### config.mk
export PLATFORM = sky130hd
export DESIGN_NAME = restador_serial8b
export DESIGN_NICKNAME = d
export VERILOG_FILES = /design/src/rtl/restador_pkg.sv /design/src/rtl/restador_completo.sv /design/src/rtl/restador_serial8b.sv
export SDC_FILE = /design/constraint.sdc
export NUM_CORES = 1
export LEC_CHECK = 0
export CAP_MARGIN = 20
export CELL_PAD_IN_SITES_DETAIL_PLACEMENT = 1
export CELL_PAD_IN_SITES_GLOBAL_PLACEMENT = 2
export CORE_MARGIN = 3
export CORE_UTILIZATION = 35
export DETAILED_ROUTE_END_ITERATION = 12
export PLACE_DENSITY_LB_ADDON = 0.3
export SLEW_MARGIN = 30
export SYNTH_ARGS = -nofsm -noshare
export SYNTH_HDL_FRONTEND = slang
export SYNTH_HIERARCHICAL = 1
export SYNTH_SLANG_ARGS = --single-unit
### constraint.sdc
create_clock -name i_clk -period 3.61 [get_ports i_clk]
set_clock_uncertainty 0.1 [all_clocks]
set_input_delay 0.5415 -clock i_clk [delete_from_list [all_inputs] [get_ports i_clk]]
set_output_delay 0.5415 -clock i_clk [all_outputs]
set_load 0.005 [all_outputs]
### src/rtl/restador_pkg.sv
// Shared types and constants for the bit-serial subtractor.
package restador_pkg;

    localparam int WIDTH_DEF = 8;

    typedef enum logic [1:0] {
        IDLE = 2'd0,
        RUN  = 2'd1,
        DONE = 2'd2
    } state_t;

    // Counter must reach WIDTH-1; never narrower than one bit.
    function automatic int cnt_width(input int width);
        return (width > 2) ? $clog2(width) : 1;
    endfunction

endpackage

### src/rtl/restador_completo.sv
// Combinational full-subtractor cell: a - b - bin, with borrow-out.
module restador_completo (
    input  logic i_a,
    input  logic i_b,
    input  logic i_bin,
    output logic o_resta,
    output logic o_bout
);

    assign o_resta = i_a ^ i_b ^ i_bin;
    assign o_bout  = (~i_a & i_b) | (~(i_a ^ i_b) & i_bin);

endmodule

### src/rtl/restador_serial8b.sv
// Bit-serial subtractor A - B - bin, LSB first, one full-subtractor cell.
// Optional two's-complement overflow output enabled by RESTADOR_OVERFLOW_EN.
module restador_serial8b
    import restador_pkg::*;
#(
    parameter int WIDTH = WIDTH_DEF
) (
    input  logic             i_clk,
    input  logic             i_rst,
    input  logic             i_start,
    input  logic [WIDTH-1:0] i_minuendo,
    input  logic [WIDTH-1:0] i_sustraendo,
    input  logic             i_borrow,
    output logic [WIDTH-1:0] o_resta,
    output logic             o_borrow,
    output logic             o_busy,
`ifdef RESTADOR_OVERFLOW_EN
    output logic             o_overflow,
`endif
    output logic             o_done
);

    localparam int CNT_W = cnt_width(WIDTH);

    state_t state_reg, state_next;

    logic [WIDTH-1:0] a_reg, b_reg;
    logic [WIDTH-1:0] a_next, b_next;
    logic [WIDTH-2:0] res_reg, res_next;
    logic             br_reg;
    logic [CNT_W-1:0] cnt_reg;
    logic [WIDTH-1:0] resta_reg;
    logic             borrow_reg;
    logic             bit_d, bit_bout;
    logic             last_bit;
    logic [WIDTH-1:0] result_final;

`ifdef RESTADOR_OVERFLOW_EN
    logic a_msb_reg, b_msb_reg, overflow_reg;
`endif

    restador_completo u_celda (
        .i_a     (a_reg[0]),
        .i_b     (b_reg[0]),
        .i_bin   (br_reg),
        .o_resta (bit_d),
        .o_bout  (bit_bout)
    );

    // Operands shift right; difference bits enter at the top of res_reg.
    // res_reg holds only WIDTH-1 bits: the last bit goes straight to the output.
    genvar gi;
    generate
        for (gi = 0; gi < WIDTH - 1; gi++) begin : g_op_shift
            assign a_next[gi] = a_reg[gi+1];
            assign b_next[gi] = b_reg[gi+1];
        end
        for (gi = 0; gi < WIDTH - 2; gi++) begin : g_res_shift
            assign res_next[gi] = res_reg[gi+1];
        end
    endgenerate

    assign a_next[WIDTH-1]   = 1'b0;
    assign b_next[WIDTH-1]   = 1'b0;
    assign res_next[WIDTH-2] = bit_d;

    assign last_bit     = (cnt_reg == CNT_W'(WIDTH - 1));
    assign result_final = {bit_d, res_reg};

    // State register
    always_ff @(posedge i_clk) begin
        if (i_rst) begin
            state_reg <= IDLE;
        end else begin
            state_reg <= state_next;
        end
    end

    // Next-state logic
    always_comb begin
        state_next = state_reg;
        case (state_reg)
            IDLE:    if (i_start) state_next = RUN;
            RUN:     if (last_bit) state_next = DONE;
            DONE:    state_next = IDLE;
            default: state_next = IDLE;
        endcase
    end

    // Output logic
    always_comb begin
        o_busy = 1'b0;
        o_done = 1'b0;
        case (state_reg)
            RUN:  o_busy = 1'b1;
            DONE: begin
                o_busy = 1'b1;
                o_done = 1'b1;
            end
            default: ;
        endcase
    end

    // Datapath
    always_ff @(posedge i_clk) begin
        if (i_rst) begin
            a_reg      <= '0;
            b_reg      <= '0;
            res_reg    <= '0;
            br_reg     <= 1'b0;
            cnt_reg    <= '0;
            resta_reg  <= '0;
            borrow_reg <= 1'b0;
`ifdef RESTADOR_OVERFLOW_EN
            a_msb_reg    <= 1'b0;
            b_msb_reg    <= 1'b0;
            overflow_reg <= 1'b0;
`endif
        end else begin
            case (state_reg)
                IDLE: begin
                    if (i_start) begin
                        a_reg      <= i_minuendo;
                        b_reg      <= i_sustraendo;
                        br_reg     <= i_borrow;
                        res_reg    <= '0;
                        cnt_reg    <= '0;
                        resta_reg  <= '0;
                        borrow_reg <= 1'b0;
`ifdef RESTADOR_OVERFLOW_EN
                        a_msb_reg    <= i_minuendo[WIDTH-1];
                        b_msb_reg    <= i_sustraendo[WIDTH-1];
                        overflow_reg <= 1'b0;
`endif
                    end
                end
                RUN: begin
                    a_reg   <= a_next;
                    b_reg   <= b_next;
                    res_reg <= res_next;
                    br_reg  <= bit_bout;
                    cnt_reg <= cnt_reg + CNT_W'(1);
                    if (last_bit) begin
                        resta_reg  <= result_final;
                        borrow_reg <= bit_bout;
`ifdef RESTADOR_OVERFLOW_EN
                        overflow_reg <= (a_msb_reg ^ b_msb_reg) & (a_msb_reg ^ bit_d);
`endif
                    end
                end
                default: ;
            endcase
        end
    end

    assign o_resta  = resta_reg;
    assign o_borrow = borrow_reg;
`ifdef RESTADOR_OVERFLOW_EN
    assign o_overflow = overflow_reg;
`endif

endmodule

==> summary.txt <==
Die
  • Die H: approximately 77 µm
  • Core ar.: 4786 µm²
  • Initial Utilization: 36.89%
  • Cell Rows: 25
  • Die area: 5932 µm²
  • Boundary Pins: 31
  • Die Width: 77.02 µm

Clocking
  • Clk pin slew, worst setup/hold paths: 0.07 ns
  • Max Root-Sink Buffers: 2
  • CTS root buf: clkbuf_8
  • Post-CTS sizing: 0
  • Cts hold-fix bufs: 0
  • Clock latency on the worst-skew pair: around 0.29 ns
  • Postcts setup bufs: 0
  • # H-tree levels: 2
  • Num CTS Buffers: 5
  • TritonCTS clock tree: done
  • CTS sink cnt: 38

Detailed routing
  • ANT nets after route: 0
  • # DRC: 0
  • Avg WL per Cell: roughly 15 µm
  • Vias after detailed routing: 1344
  • Drt first pass iters: 4
  • Initial DRC Count: 85
  • WL final: 3.781 mm
  • Via density: 5.189

Timing
  • Max Slew Vio Count: 0
  • Slew @ Worst Pin: 0.6341 ns
  • Slew HR: a little under three fifths
  • Final period util: 61.18%
  • Fmax: between 0.4 and 0.5 GHz
  • Unrepaired setup endpoints after global routing: no
  • Final hold vios: 0
  • Setup TNS: 0 ns
  • Setup Viol. Count Final: 0
  • Tmin final: roughly 2.2 ns

Setup path
  • Crit-path cells: inv_1 > ha_1 > clkdlybuf4s50_1
  • Critical Path AT: 1.57 ns
  • Top Family by Delay on Critical Path: buffers and inverters
  • R2r setup slk: 1.58 ns
  • CP required: 2.97 ns
  • CP Launch Type: register
  • CP Class: reg2out
  • RR Endpoint: o_resta[5]
  • Crit. End Element: output pin
  • Worst Path Max Fanout: 4
  • Slowest CP cell: clkdlybuf4s50_1
  • Worst path depth: 3
  • R2r startpoint: state_reg[1]
  • Reg2Reg Depth: 6
  • CP max stage delay: 0.49 ns
  • CP bufs+invs: 2

Global route
  • Vias in the first global route: 1348
  • Met1 usage: 16.69%
  • Layer with the highest usage: met2
  • Total grt overflow: 0
  • Met3 usage: 3.873%
  • Pin count of the biggest net entering global routing: 37
  • GRT Total Usage: 13.48%
  • Met2 global-route usage: 21.25%
  • Initial antenna violation count: 0
  • First-pass GRT wire length: 6.396 mm

Power
  • Clock power frac: 18.9%
  • Switching power: 0.5820 mW
  • PwrDens: 703.9 nW/µm²
  • Net Sw Frac: 38.51%
  • Power share of the sequential group: 37.3%
  • Worst IR drop on VDD: around 0.23 mV
  • Lkg Pwr: 0.7822 nW
  • Pint: 0.9293 mW
  • Combinational share of power: roughly 44%

Finish
  • Register Area: between 700 and 800 µm²
  • Number of diodes: 0
  • Nets: 221
  • Area of the multi-input gates: 882.1 µm²
  • Filler instances: 521
  • Post-Layout Cell Count: 259
  • Area added between synthesis and finish: 21.62%
  • Share of cells above drive strength 1: roughly an eighth
  • Most common cell after layout, fill and taps aside: dfxtp_1
  • Final instance area: about 2100 µm²
  • Most frequent cells in the layout: 38 x dfxtp_1, 30 x clkdlybuf4s50_1, 25 x nor2_1

Worst hold path
  • Min-delay worst type: reg2reg
  • Hold Path Depth: 2
  • Hold path startpoint: b_reg[7]
  • Worst Hold Endpoint: b_reg[7]

Placement
  • Placed Area: 2061 µm²
  • # port buffers: 30
  • DP Cell Count: 253
  • Hpwl dp: 2.661 mm
  • Final Wtd Congestion: 0.7669

Synthesis
  • Synth Area per Inst: 10.45 µm²
  • Netlist cell types: 28
  • Mapped Nets: 197
  • Post-Synthesis Cells: 169
  • Seq/Total Area, Yosys: approximately 43%
  • Number of synthesized register bits: 38
  • Mapped cell area: 1765 µm²
  • Number of enable flip-flop cells after synthesis: 0
  • Ys async rst share: 0%
  • Top_reg_cell synth: dfxtp_1
  • Yosys warns: 6

Job
  • MaxCap Viol Count: 0

Run status
  • Status: finished, final reports clean
worst min-delay path, delay by kind of cell, from the launching register on:
| kind | cells | cell delay, ns |
|---|---|---|
| compound gates | 1 | 0.05 |
| flops | 1 | 0.32 |
| simple gates | 1 | 0.05 |
layout make-up:
class	instances	area share, %
Multi-Input combinational cell	110	41.08
Timing Repair Buffer	32	14.69
Tap cell	67	3.904
Inverter	6	1.049
Sequential cell	38	35.43
Clock buffer	6	3.846
worst max-delay path by stage:
stage,from,endpoint,slack (ns)
4_1_cts,state_reg[0],o_busy,1.40
6_report,state_reg[1],o_busy,1.40
3_3_place_gp,i_start,o_resta[0],1.38
2_1_floorplan,state_reg[0],o_resta[0],1.99
3_5_place_dp,i_start,o_resta[5],1.31
5_1_grt,state_reg[1],o_busy,1.34
logic make-up after synthesis:
logic type                 Yosys count  share of synthesized area [%]
AOI/OAI and AO/OA                   44                          22.11
and+or+nand+nor                     41                          11.62
DFF                                 38                          43.09
buffers and inverters               21                          7.157
muxes                               17                          9.922
adders and majority gates            8                          6.095
cells in the mapped netlist, types with 3 or more instances:
library cell | n | area share (%)
a211oi_2 | 13 | 9.2
buf_4 | 3 | 1.3
dfxtp_1 | 38 | 43
a22o_1 | 6 | 3.0
nand2_1 | 3 | 0.64
inv_1 | 6 | 1.3
nor2_1 | 25 | 5.3
nand3b_1 | 3 | 1.3
nand4_1 | 3 | 1.1
clkbuf_1 | 4 | 0.85
buf_6 | 4 | 2.6
a21oi_1 | 8 | 2.3
mux2i_1 | 16 | 9.1
ha_1 | 7 | 5.0
o31ai_1 | 3 | 1.3
a32oi_1 | 9 | 4.5
stage by stage:
| step | util [%] | hold WS, ns | worst slack [ns] | power, mW |
|---|---|---|---|---|
| global placement | 43.06 | 0.3494 | 1.382 | 1.203 |
| finish | 44.86 | 0.3645 | 1.402 | 1.511 |
| global route | 44.86 | 0.4001 | 1.336 | 1.625 |
| floorplan | - | 0.3316 | 1.991 | 1.134 |
| detailed placement | 43.06 | 0.3574 | 1.310 | 1.234 |
| CTS | 44.78 | 0.3706 | 1.401 | 1.530 |
power by group through the flow:
stage / logic, mW / registers (mW) / clock network (mW)
finish: 0.663 / 0.563 / 0.285
CTS: 0.668 / 0.564 / 0.299
detailed placement: 0.662 / 0.572 / 0
floorplan: 0.577 / 0.557 / 0
global route: 0.736 / 0.576 / 0.314
global placement: 0.635 / 0.568 / 0
layer usage:
| layer | vias up | share of wire (%) |
|---|---|---|
| met5 | - | 0 |
| met1 | 645 | 48 |
| li1 | 660 | - |
| met2 | 30 | 46 |
| met3 | 9 | 4.0 |
| met4 | 0 | 2.3 |
No activity file was read; power rests on OpenSTA's default activity.
